### src/rtl/coproc_pkg.sv
// Shared definitions for the matrix coprocessor host-side dispatcher:
// instruction opcode values, opcode field position and dispatcher state encoding.
package coproc_pkg;

  localparam int OPCODE_LSB = 0;
  localparam int OPCODE_MSB = 3;

  localparam logic [3:0] OP_HALT   = 4'd0;
  localparam logic [3:0] OP_READ   = 4'd1;
  localparam logic [3:0] OP_WRITE  = 4'd2;
  localparam logic [3:0] OP_SUM    = 4'd3;
  localparam logic [3:0] OP_SUB    = 4'd4;
  localparam logic [3:0] OP_MUL    = 4'd5;
  localparam logic [3:0] OP_TRANSP = 4'd6;
  localparam logic [3:0] OP_OPST   = 4'd7;
  localparam logic [3:0] OP_MULSCL = 4'd8;
  localparam logic [3:0] OP_DET2   = 4'd9;
  localparam logic [3:0] OP_DET3   = 4'd10;
  localparam logic [3:0] OP_DET4   = 4'd11;
  localparam logic [3:0] OP_DET5   = 4'd12;

  typedef enum logic [2:0] {
    ST_IDLE  = 3'd0,
    ST_ISSUE = 3'd1,
    ST_WAIT  = 3'd2,
    ST_GAP   = 3'd3,
    ST_ERROR = 3'd4
  } disp_state_t;

  function automatic logic is_halt(input logic [31:0] word);
    return word[OPCODE_MSB:OPCODE_LSB] == OP_HALT;
  endfunction

endpackage

### src/rtl/coproc_dispatcher_instr_fifo.sv
// Synchronous instruction FIFO with registered full flag and occupancy count.
// The head word is read combinationally so it can be registered on the same pop edge.
module instr_fifo #(
  parameter int WIDTH = 32,
  parameter int DEPTH = 16
) (
  input  logic                     clk,
  input  logic                     reset,
  input  logic                     push,
  input  logic [WIDTH-1:0]         push_data,
  input  logic                     pop,
  output logic [WIDTH-1:0]         head,
  output logic                     full,
  output logic                     empty,
  output logic [$clog2(DEPTH):0]   level
);

  localparam int AW = $clog2(DEPTH);

  logic [WIDTH-1:0] mem [DEPTH];
  logic [AW-1:0]    wr_ptr;
  logic [AW-1:0]    rd_ptr;
  logic             push_ok;
  logic             pop_ok;
  logic [AW:0]      next_level;

  // A push against a full FIFO is dropped even if a pop happens in the same cycle.
  assign push_ok = push & ~full;
  assign pop_ok  = pop & ~empty;
  assign empty   = (level == '0);
  assign head    = mem[rd_ptr];

  always_comb begin
    next_level = level;
    if (push_ok && !pop_ok) next_level = level + 1'b1;
    if (pop_ok && !push_ok) next_level = level - 1'b1;
  end

  always_ff @(posedge clk) begin
    if (push_ok) mem[wr_ptr] <= push_data;
  end

  always_ff @(posedge clk) begin
    if (reset) begin
      wr_ptr <= '0;
      rd_ptr <= '0;
      level  <= '0;
      full   <= 1'b0;
    end else begin
      if (push_ok) wr_ptr <= wr_ptr + 1'b1;
      if (pop_ok)  rd_ptr <= rd_ptr + 1'b1;
      level <= next_level;
      full  <= (next_level == (AW+1)'(DEPTH));
    end
  end

endmodule

### src/rtl/coproc_dispatcher.sv
// Host-side instruction dispatcher: queues host words and issues them one at a time
// to the coprocessor, waiting for its done edge with a timeout.
module coproc_dispatcher
  import coproc_pkg::*;
#(
  parameter int DEPTH          = 16,
  parameter int TIMEOUT_CYCLES = 4096,
  parameter int GAP_CYCLES     = 2
) (
  input  logic                   clk,
  input  logic                   reset,
  input  logic                   wr_en,
  input  logic [31:0]            wr_data,
  input  logic                   run,
  input  logic                   clear_err,
  output logic [31:0]            instruction,
  output logic                   activate_instruction,
  input  logic                   done,
  output logic                   full,
  output logic [$clog2(DEPTH):0] level,
  output logic                   busy,
  output logic                   error_timeout,
  output logic [15:0]            issued_count,
  output disp_state_t            dbg_state
);

  localparam int TW = $clog2(TIMEOUT_CYCLES) + 1;
  localparam int GW = $clog2(GAP_CYCLES + 1) + 1;

  disp_state_t state;
  logic [31:0] head;
  logic        empty;
  logic        start;
  logic        done_q;
  logic        done_edge;
  logic        halt_hold;
  logic [TW-1:0] tcnt;
  logic [GW-1:0] gcnt;

  instr_fifo #(.WIDTH(32), .DEPTH(DEPTH)) u_fifo (
    .clk       (clk),
    .reset     (reset),
    .push      (wr_en),
    .push_data (wr_data),
    .pop       (start),
    .head      (head),
    .full      (full),
    .empty     (empty),
    .level     (level)
  );

  // halt_hold keeps a HALT from being followed by further issues until run drops.
  assign start     = (state == ST_IDLE) && run && !empty && !error_timeout && !halt_hold;
  assign done_edge = done & ~done_q;
  assign dbg_state = state;

  always_ff @(posedge clk) begin
    if (reset) begin
      state                <= ST_IDLE;
      instruction          <= '0;
      activate_instruction <= 1'b0;
      busy                 <= 1'b0;
      error_timeout        <= 1'b0;
      issued_count         <= '0;
      tcnt                 <= '0;
      gcnt                 <= '0;
      halt_hold            <= 1'b0;
      done_q               <= 1'b1;
    end else begin
      done_q               <= done;
      activate_instruction <= 1'b0;
      if (!run) halt_hold <= 1'b0;
      case (state)
        ST_IDLE: begin
          if (start) begin
            instruction          <= head;
            activate_instruction <= ~is_halt(head);
            busy                 <= 1'b1;
            state                <= ST_ISSUE;
          end
        end
        ST_ISSUE: begin
          tcnt <= '0;
          if (is_halt(instruction)) begin
            halt_hold <= 1'b1;
            busy      <= 1'b0;
            state     <= ST_IDLE;
          end else begin
            state <= ST_WAIT;
          end
        end
        ST_WAIT: begin
          // A done edge in the expiry cycle still counts as a completion.
          if (done_edge) begin
            issued_count <= issued_count + 16'd1;
            gcnt         <= '0;
            if (GAP_CYCLES == 0) begin
              busy  <= 1'b0;
              state <= ST_IDLE;
            end else begin
              state <= ST_GAP;
            end
          end else if (tcnt == TW'(TIMEOUT_CYCLES - 1)) begin
            error_timeout <= 1'b1;
            busy          <= 1'b0;
            state         <= ST_ERROR;
          end else begin
            tcnt <= tcnt + 1'b1;
          end
        end
        ST_GAP: begin
          if (gcnt == GW'(GAP_CYCLES - 1)) begin
            busy  <= 1'b0;
            state <= ST_IDLE;
          end else begin
            gcnt <= gcnt + 1'b1;
          end
        end
        ST_ERROR: begin
          if (clear_err) begin
            error_timeout <= 1'b0;
            state         <= ST_IDLE;
          end
        end
        default: begin
          busy  <= 1'b0;
          state <= ST_IDLE;
        end
      endcase
    end
  end

endmodule
### config.mk
export PLATFORM = sky130hd
export DESIGN_NAME = coproc_dispatcher
export DESIGN_NICKNAME = d
export VERILOG_FILES = /design/src/rtl/coproc_pkg.sv /design/src/rtl/coproc_dispatcher_instr_fifo.sv /design/src/rtl/coproc_dispatcher.sv
export SDC_FILE = /design/constraint.sdc
export NUM_CORES = 1
export LEC_CHECK = 0
export CAP_MARGIN = 20
export CORE_AREA = 2 2 283 145
export CTS_BUF_LIST = sky130_fd_sc_hd__clkbuf_4 sky130_fd_sc_hd__clkbuf_8 sky130_fd_sc_hd__clkbuf_16
export CTS_CLUSTER_SIZE = 12
export DETAILED_ROUTE_END_ITERATION = 8
export DIE_AREA = 0 0 285 147
export PLACE_DENSITY = 0.79
export RECOVER_POWER = 25
export SLEW_MARGIN = 5
export SYNTH_ARGS = -nofsm -noshare
export SYNTH_HDL_FRONTEND = slang
export SYNTH_HIERARCHICAL = 1
export SYNTH_SLANG_ARGS = --single-unit
### constraint.sdc
create_clock -name clk -period 4.5 [get_ports clk]
set_clock_uncertainty 0.05 [all_clocks]
set_input_delay 0.9 -clock clk [delete_from_list [all_inputs] [get_ports clk]]
set_output_delay 0.9 -clock clk [all_outputs]
set_load 0.1 [all_outputs]
## After elaboration in Yosys (flattened, before gate mapping)

Memories as Yosys holds them, arrays and structs flattened. A register that Yosys moved wholly into a read port is not among the register bits.
Index checks and enable logic that the tools add are counted.

| storage, ports and cells | value |
|---|---|
| input bits | 38 |
| bits in writable memories | 512 |
| memories | 1 |
| register bits | 86 |
| output and inout port bits | 60 |
| logic and storage cells | 107 |

| cells by class | value |
|---|---|
| mux-type cells | 32 |
| reductions and logical operators | 26 |
| equality and inequality tests | 17 |
| add/subtract/negate cells | 7 |
| bitwise logic cells | 10 |

Memory list:

| name | words | bits a word | read ports | clocked after memory_dff | wr ports | line | RTL |
|---|---|---|---|---|---|---|---|
| u_fifo.mem | 16 | 32 | 1 | 1 | 1 | coproc_dispatcher_instr_fifo.sv:20 | `logic [WIDTH-1:0] mem [DEPTH];` |

Operators with widths:

| kind | number |
|---|---|
| 13-bit two-way mux | 2 |
| 13-bit case mux with 2 select lines | 1 |
| 3-bit two-way mux | 7 |
| 16-bit by 1-bit adder with 16-bit output (second input constant) | 1 |
| 2-bit inequality test (second input constant) | 8 |
| 3-bit case mux with 5 select lines | 1 |
| 13-bit by 1-bit adder with 13-bit output (second input constant) | 1 |
| 13-bit by 12-bit == test with 1-bit output (second input constant) | 1 |
| 1-bit two-way mux | 13 |
| 5-bit two-way mux | 2 |
| 4-bit by 1-bit adder with 4-bit output (second input constant) | 2 |
| 4-bit zero test | 2 |
| 4-bit two-way mux | 2 |
| 4-bit AND reduction | 2 |
| 1-bit inverter | 7 |
| 3-bit by 1-bit == test with 1-bit output (second input constant) | 2 |
| 3-bit by 2-bit == test with 1-bit output (second input constant) | 2 |
| 1-bit logical AND | 6 |
| 3-bit case mux with 2 select lines | 1 |
| 3-bit AND reduction | 2 |
| 6-bit AND reduction | 1 |
| 2-bit nonzero test | 3 |
| 5-bit by 1-bit adder with 5-bit output (second input constant) | 1 |
| 5-bit == test (second input constant) | 1 |
| other kinds (14) | 21 |

## Longest topological paths before layout

| depth | value |
|---|---|
| depth after elaboration | 11 |
| mapped depth | 13 |
| gate-level depth less buffers | 11 |

## Cells and area by module

Netlist, hierarchy kept.

By module, submodules not included:

| module | sequential area each (um^2) | area each (um^2) | times used | cells an instance |
|---|---|---|---|---|
| instr_fifo | 15735.1 | 20404.6 | 1 | 822 |
| coproc_dispatcher | 1441.4 | 3070.4 | 1 | 374 |

## Worst setup path after synthesis

No wires, ideal clock.

| timing path | value |
|---|---|
| path kind | register -> register |
| from | register u_fifo.level[0] |
| to | register u_fifo.full |
| cell stages (with the launch flop) | 14 |
| setup slack | 343 ps |
| path buffers | 2 |
| data required time | 4333 ps |
| library setup time | 117 ps |
| clock period less this slack | 4157 ps |
| arrival time | 3991 ps |
| cell sequence | dfxtp_1 -> inv_1 -> ha_1 -> nor4b_4 -> or4b_1 -> or4_1 -> clkbuf_1 -> inv_2 -> buf_2 -> inv_1 -> or3_1 -> and4_1 -> a21oi_1 -> and4b_1 |

| on the way | value |
|---|---|
| cells in the longest elaborated chain, start to end | 11 |
| elaborated cells between the ends (all ways) | 15 |
| classes of those cells | add/sub (2); eq/ne (1); mux (2); bitwise (2); reduce/logical (8) |

RTL lines:

| element | line | RTL |
|---|---|---|
| start, declared | coproc_dispatcher_instr_fifo.sv:15 | `output logic [$clog2(DEPTH):0] level` |
| start signal, assigned | coproc_dispatcher_instr_fifo.sv:52 | `level <= next_level;` |
| 5-bit zero test * | coproc_dispatcher_instr_fifo.sv:30 | `assign empty = (level == '0);` |
| via empty | coproc_dispatcher.sv:32 | `logic empty;` |
| 1-bit zero test * | coproc_dispatcher.sv:53 | `assign start = (state == ST_IDLE) && run && !empty && !error_timeout && !halt_hold;` |
| 1-bit logical AND * (3 in a row) | coproc_dispatcher.sv:53 |  |
| via start | coproc_dispatcher.sv:33 | `logic start;` |
| 1-bit AND * | coproc_dispatcher_instr_fifo.sv:29 | `assign pop_ok = pop & ~empty;` |
| 1-bit zero test | coproc_dispatcher_instr_fifo.sv:35 | `if (push_ok && !pop_ok) next_level = level + 1'b1;` |
| 1-bit logical AND | coproc_dispatcher_instr_fifo.sv:35 |  |
| 5-bit two-way mux | coproc_dispatcher_instr_fifo.sv:35 |  |
| 5-bit two-way mux * | coproc_dispatcher_instr_fifo.sv:36 | `if (pop_ok && !push_ok) next_level = level - 1'b1;` |
| 5-bit == test * | coproc_dispatcher_instr_fifo.sv:53 | `full <= (next_level == (AW+1)'(DEPTH));` |
| end signal, assigned | coproc_dispatcher_instr_fifo.sv:53 |  |
| end, declared | coproc_dispatcher_instr_fifo.sv:13 | `output logic full,` |

The timed path passes the listed nets; every way through them passes the cells marked *.
A chain may end at the register's enable or synchronous reset.

## Worst setup path after layout

| timing path | value |
|---|---|
| from | register u_fifo.level[0] |
| to | register u_fifo.full |

| on the way | value |
|---|---|
| cells in the longest elaborated chain, start to end | 11 |
| elaborated cells between the ends (all ways) | 15 |
| classes of those cells | add/sub (2); eq/ne (1); mux (2); bitwise (2); reduce/logical (8) |

RTL lines:

| element | line |
|---|---|
| 5-bit zero test * | coproc_dispatcher_instr_fifo.sv:30 |
| via empty | coproc_dispatcher.sv:32 |
| 1-bit zero test | coproc_dispatcher.sv:53 |
| 1-bit logical AND (3 in a row) | coproc_dispatcher.sv:53 |
| 1-bit AND * | coproc_dispatcher_instr_fifo.sv:29 |
| 1-bit zero test | coproc_dispatcher_instr_fifo.sv:35 |
| 1-bit logical AND | coproc_dispatcher_instr_fifo.sv:35 |
| 5-bit two-way mux | coproc_dispatcher_instr_fifo.sv:35 |
| 5-bit two-way mux * | coproc_dispatcher_instr_fifo.sv:36 |
| 5-bit == test * | coproc_dispatcher_instr_fifo.sv:53 |

Marked as above.

==> run summary <==
placer's final routability congestion estimate = 0.830
R2R setup slack = 0.91 ns
Worst path max stage delay = 0.54 ns
grt ovf = 0
port bufs = 97
RSZ-0062 raised after global routing = no
syn nets = 1245
final core utilization = 67.7%
R2R cell count = 12
remaining antenna violation count = 0
Power Density = 494 mW/mm^2
Gate power share = 17.2%
Slew HR = 32.9%
Yosys reg bits = 602
switching part of the total = 26.4%
Cell Chain, Critical Path = inv_1, ha_1, nor4b_4, or4b_1, or4_1, inv_2, buf_4, nand2b_1, o41ai_1, mux2_2, nor2_1, and4b_1
sequential power share = 48.0%
Syn Area/Cell = 19.6 um^2
# clock sinks = 602
post-route setup TNS = 0 ns
slowest CP cell = or4b_1
# Post-CTS Setup Buffers = 0
crit start category = flip-flop
Post-synth EDFFs = 512
# setup viols final = 0
Hold Path Class = reg -> reg
post-synth top area share = 65.5%
Final Non-Filler Cells = 1910
Initial DRC Count = 1447
data arrival time of the worst path = 4.01 ns
CTS Buffer Depth = 3
Via density = 6.31
Total GRT Usage = 24.3%
number of fill cells = 2420
Final HPWL DP = 28100 um
P_leak = 8.41 nW
Max Transition Viols Final = 0
worst-path fanout max = 36
Syn Inst Count = 1196
Post-synth top flop = edfxtp_1
switching pwr = 3.51 mW
FF-to-FF Start = u_fifo/level[0]
Fmax achieved = 279 MHz
Tcrit/Tclk final = 79.7%
design area = 0.0269 mm^2
routed len/inst = 26.4 um
final hold violations = 0
Starting Density = 59.1%
Die Span X = 285 um
TritonRoute pass-1 iters = 6
proportion of layout cells with a drive suffix above 1 = 20.3%
placed insts = 1803
antenna violations before repair = 2
cts hold-fix bufs = 0
clock-pin slew on the worst setup and hold paths = 0.06 ns
mapped cell area = 0.0235 mm^2
largest net degree at the start of global routing = 62
Clock Root Buffer = clkbuf_16
Yosys warnings = 6
most common cell after layout, fill and taps aside = edfxtp_1
Final min period = 3.59 ns
CTS tree = done
Worst Hold End = instruction[13]
TritonCTS Buffers = 56
worst path required time = 4.93 ns
Resized Gates After CTS = 0
I/O Pins = 98
Clk pwr share = 34.8%
crit path capture type = flip-flop
Slew @ Worst Pin = 1.00 ns
Area growth syn-to-layout = 14.5%
vias in the first global route = 11900
most frequent cells in the layout = 512 x edfxtp_1, 110 x mux4_2, 91 x nand2_1
DRC = 0
nets = 1371
Min-Delay Path Depth = 2
async set-or-reset flop fraction in the synthesized netlist = 0%
Seq/Total Area, Yosys = 73.2%
die area = 0.0419 mm^2
Synth area leader = edfxtp_1
Vias = 12100
core area = 0.0397 mm^2
min-delay src = instruction[13]
row cnt = 52
Int Power = 9.77 mW
type of the worst setup path = reg -> reg
Post-DP Area = 0.0251 mm^2
maxcap violations = 0
Overall Power = 13.3 mW
RR Endpoint = u_fifo/full
WL final = 50400 um
first-pass GRT wire length = 75300 um
clk_lat worst skew = 0.59 ns
VDD IR max = 0.000469 V
Die Y = 147 um
Yosys cell types = 53
H-tree lvl count = 2
status = finished, final reports clean
top post-synthesis cells by area = edfxtp_1 65%, mux4_2 11%, dfxtp_1 7.7%
## layout make-up
cell class	count	area, um^2	share of cell area (%)
Antenna cell	2	5.00	0.0186
Multi-Input combinational cell	519	5900	21.9
Tap cell	540	676	2.51
Sequential cell	602	17200	64.0
Inverter	12	45.0	0.168
Timing Repair Buffer	131	1260	4.67
Clock inverter	2	35.0	0.130
Clock buffer	102	1770	6.59
## cells by family (layout without fill, tap and decap cells)
logic type	count (synthesis)	count (layout)	synth area share [%]
AO/OA/AOI/OAI	103	103	2.55
XOR/XNOR	15	15	0.560
adder cells (fa/ha/maj)	11	11	0.586
buffers and inverters	75	247	1.79
flip-flops	602	602	73.2
multiplexers	163	163	16.3
other	0	2	0
AND/OR/NAND/NOR	227	227	5.06
## worst max-delay path: cells and delay by family (launching register included)
family	cells	cell delay [ns]
AND/OR/NAND/NOR	6	1.62
AO/OA/AOI/OAI	1	0.26
adder cells (fa/ha/maj)	1	0.25
multiplexers	1	0.21
flip-flops	1	0.45
buffers and inverters	3	0.65
## power groups by stage
stage / clock network, mW / registers (mW) / logic [mW]
2_1_floorplan: 0 / 7.03 / 1.19
3_3_place_gp: 0 / 6.49 / 2.24
3_5_place_dp: 0 / 6.50 / 2.27
4_1_cts: 4.69 / 6.38 / 2.28
5_1_grt: 4.91 / 6.40 / 2.39
6_report: 4.62 / 6.38 / 2.28
## flip-flops by register name, indices dropped and copies added (netlist names), 3 cells and up, named ones only
name and flops:
u_fifo/level 5, u_fifo/rd_ptr 4, gcnt 3, u_fifo/mem 512, u_fifo/wr_ptr 4, instruction 32, issued_count 16, tcnt 13
dbg_state 3
## Yosys cell counts (10+ instances only)
cell / instances
edfxtp_1: 512
ha_1: 11
nor2_1: 27
a21oi_1: 63
dfxtp_1: 90
nand4_1: 13
o31ai_1: 15
clkbuf_1: 35
nand2_1: 91
and2_1: 16
mux4_1: 50
mux4_2: 110
inv_1: 11
nand3_1: 10
buf_6: 12
or4_1: 15
## worst max path at each step
stage | startpoint | endpoint | slack (ns) | cells after the start
2_1_floorplan | u_fifo/level[0] | u_fifo/full | 0.34 | 13
3_3_place_gp | run | u_fifo/full | 0.72 | 10
3_5_place_dp | run | u_fifo/full | 0.57 | 10
4_1_cts | u_fifo/level[0] | u_fifo/full | 0.94 | 12
5_1_grt | u_fifo/level[0] | u_fifo/full | 0.71 | 12
6_report | u_fifo/level[0] | u_fifo/full | 0.91 | 12
## metrics by stage
stage / hold slack (ns) / setup slack, ns
2_1_floorplan: 0.396 / 0.343
3_3_place_gp: 0.397 / 0.716
3_5_place_dp: 0.401 / 0.568
4_1_cts: 0.410 / 0.945
5_1_grt: 0.432 / 0.710
6_report: 0.405 / 0.914
## routing by layer
layer	GRT usage, %	share of wire, %
met1	36.5	43
met2	36.8	47
met3	5.76	8.9
met4	5.60	1.8
met5	0	0.028
(Power assumes the default switching activity.)
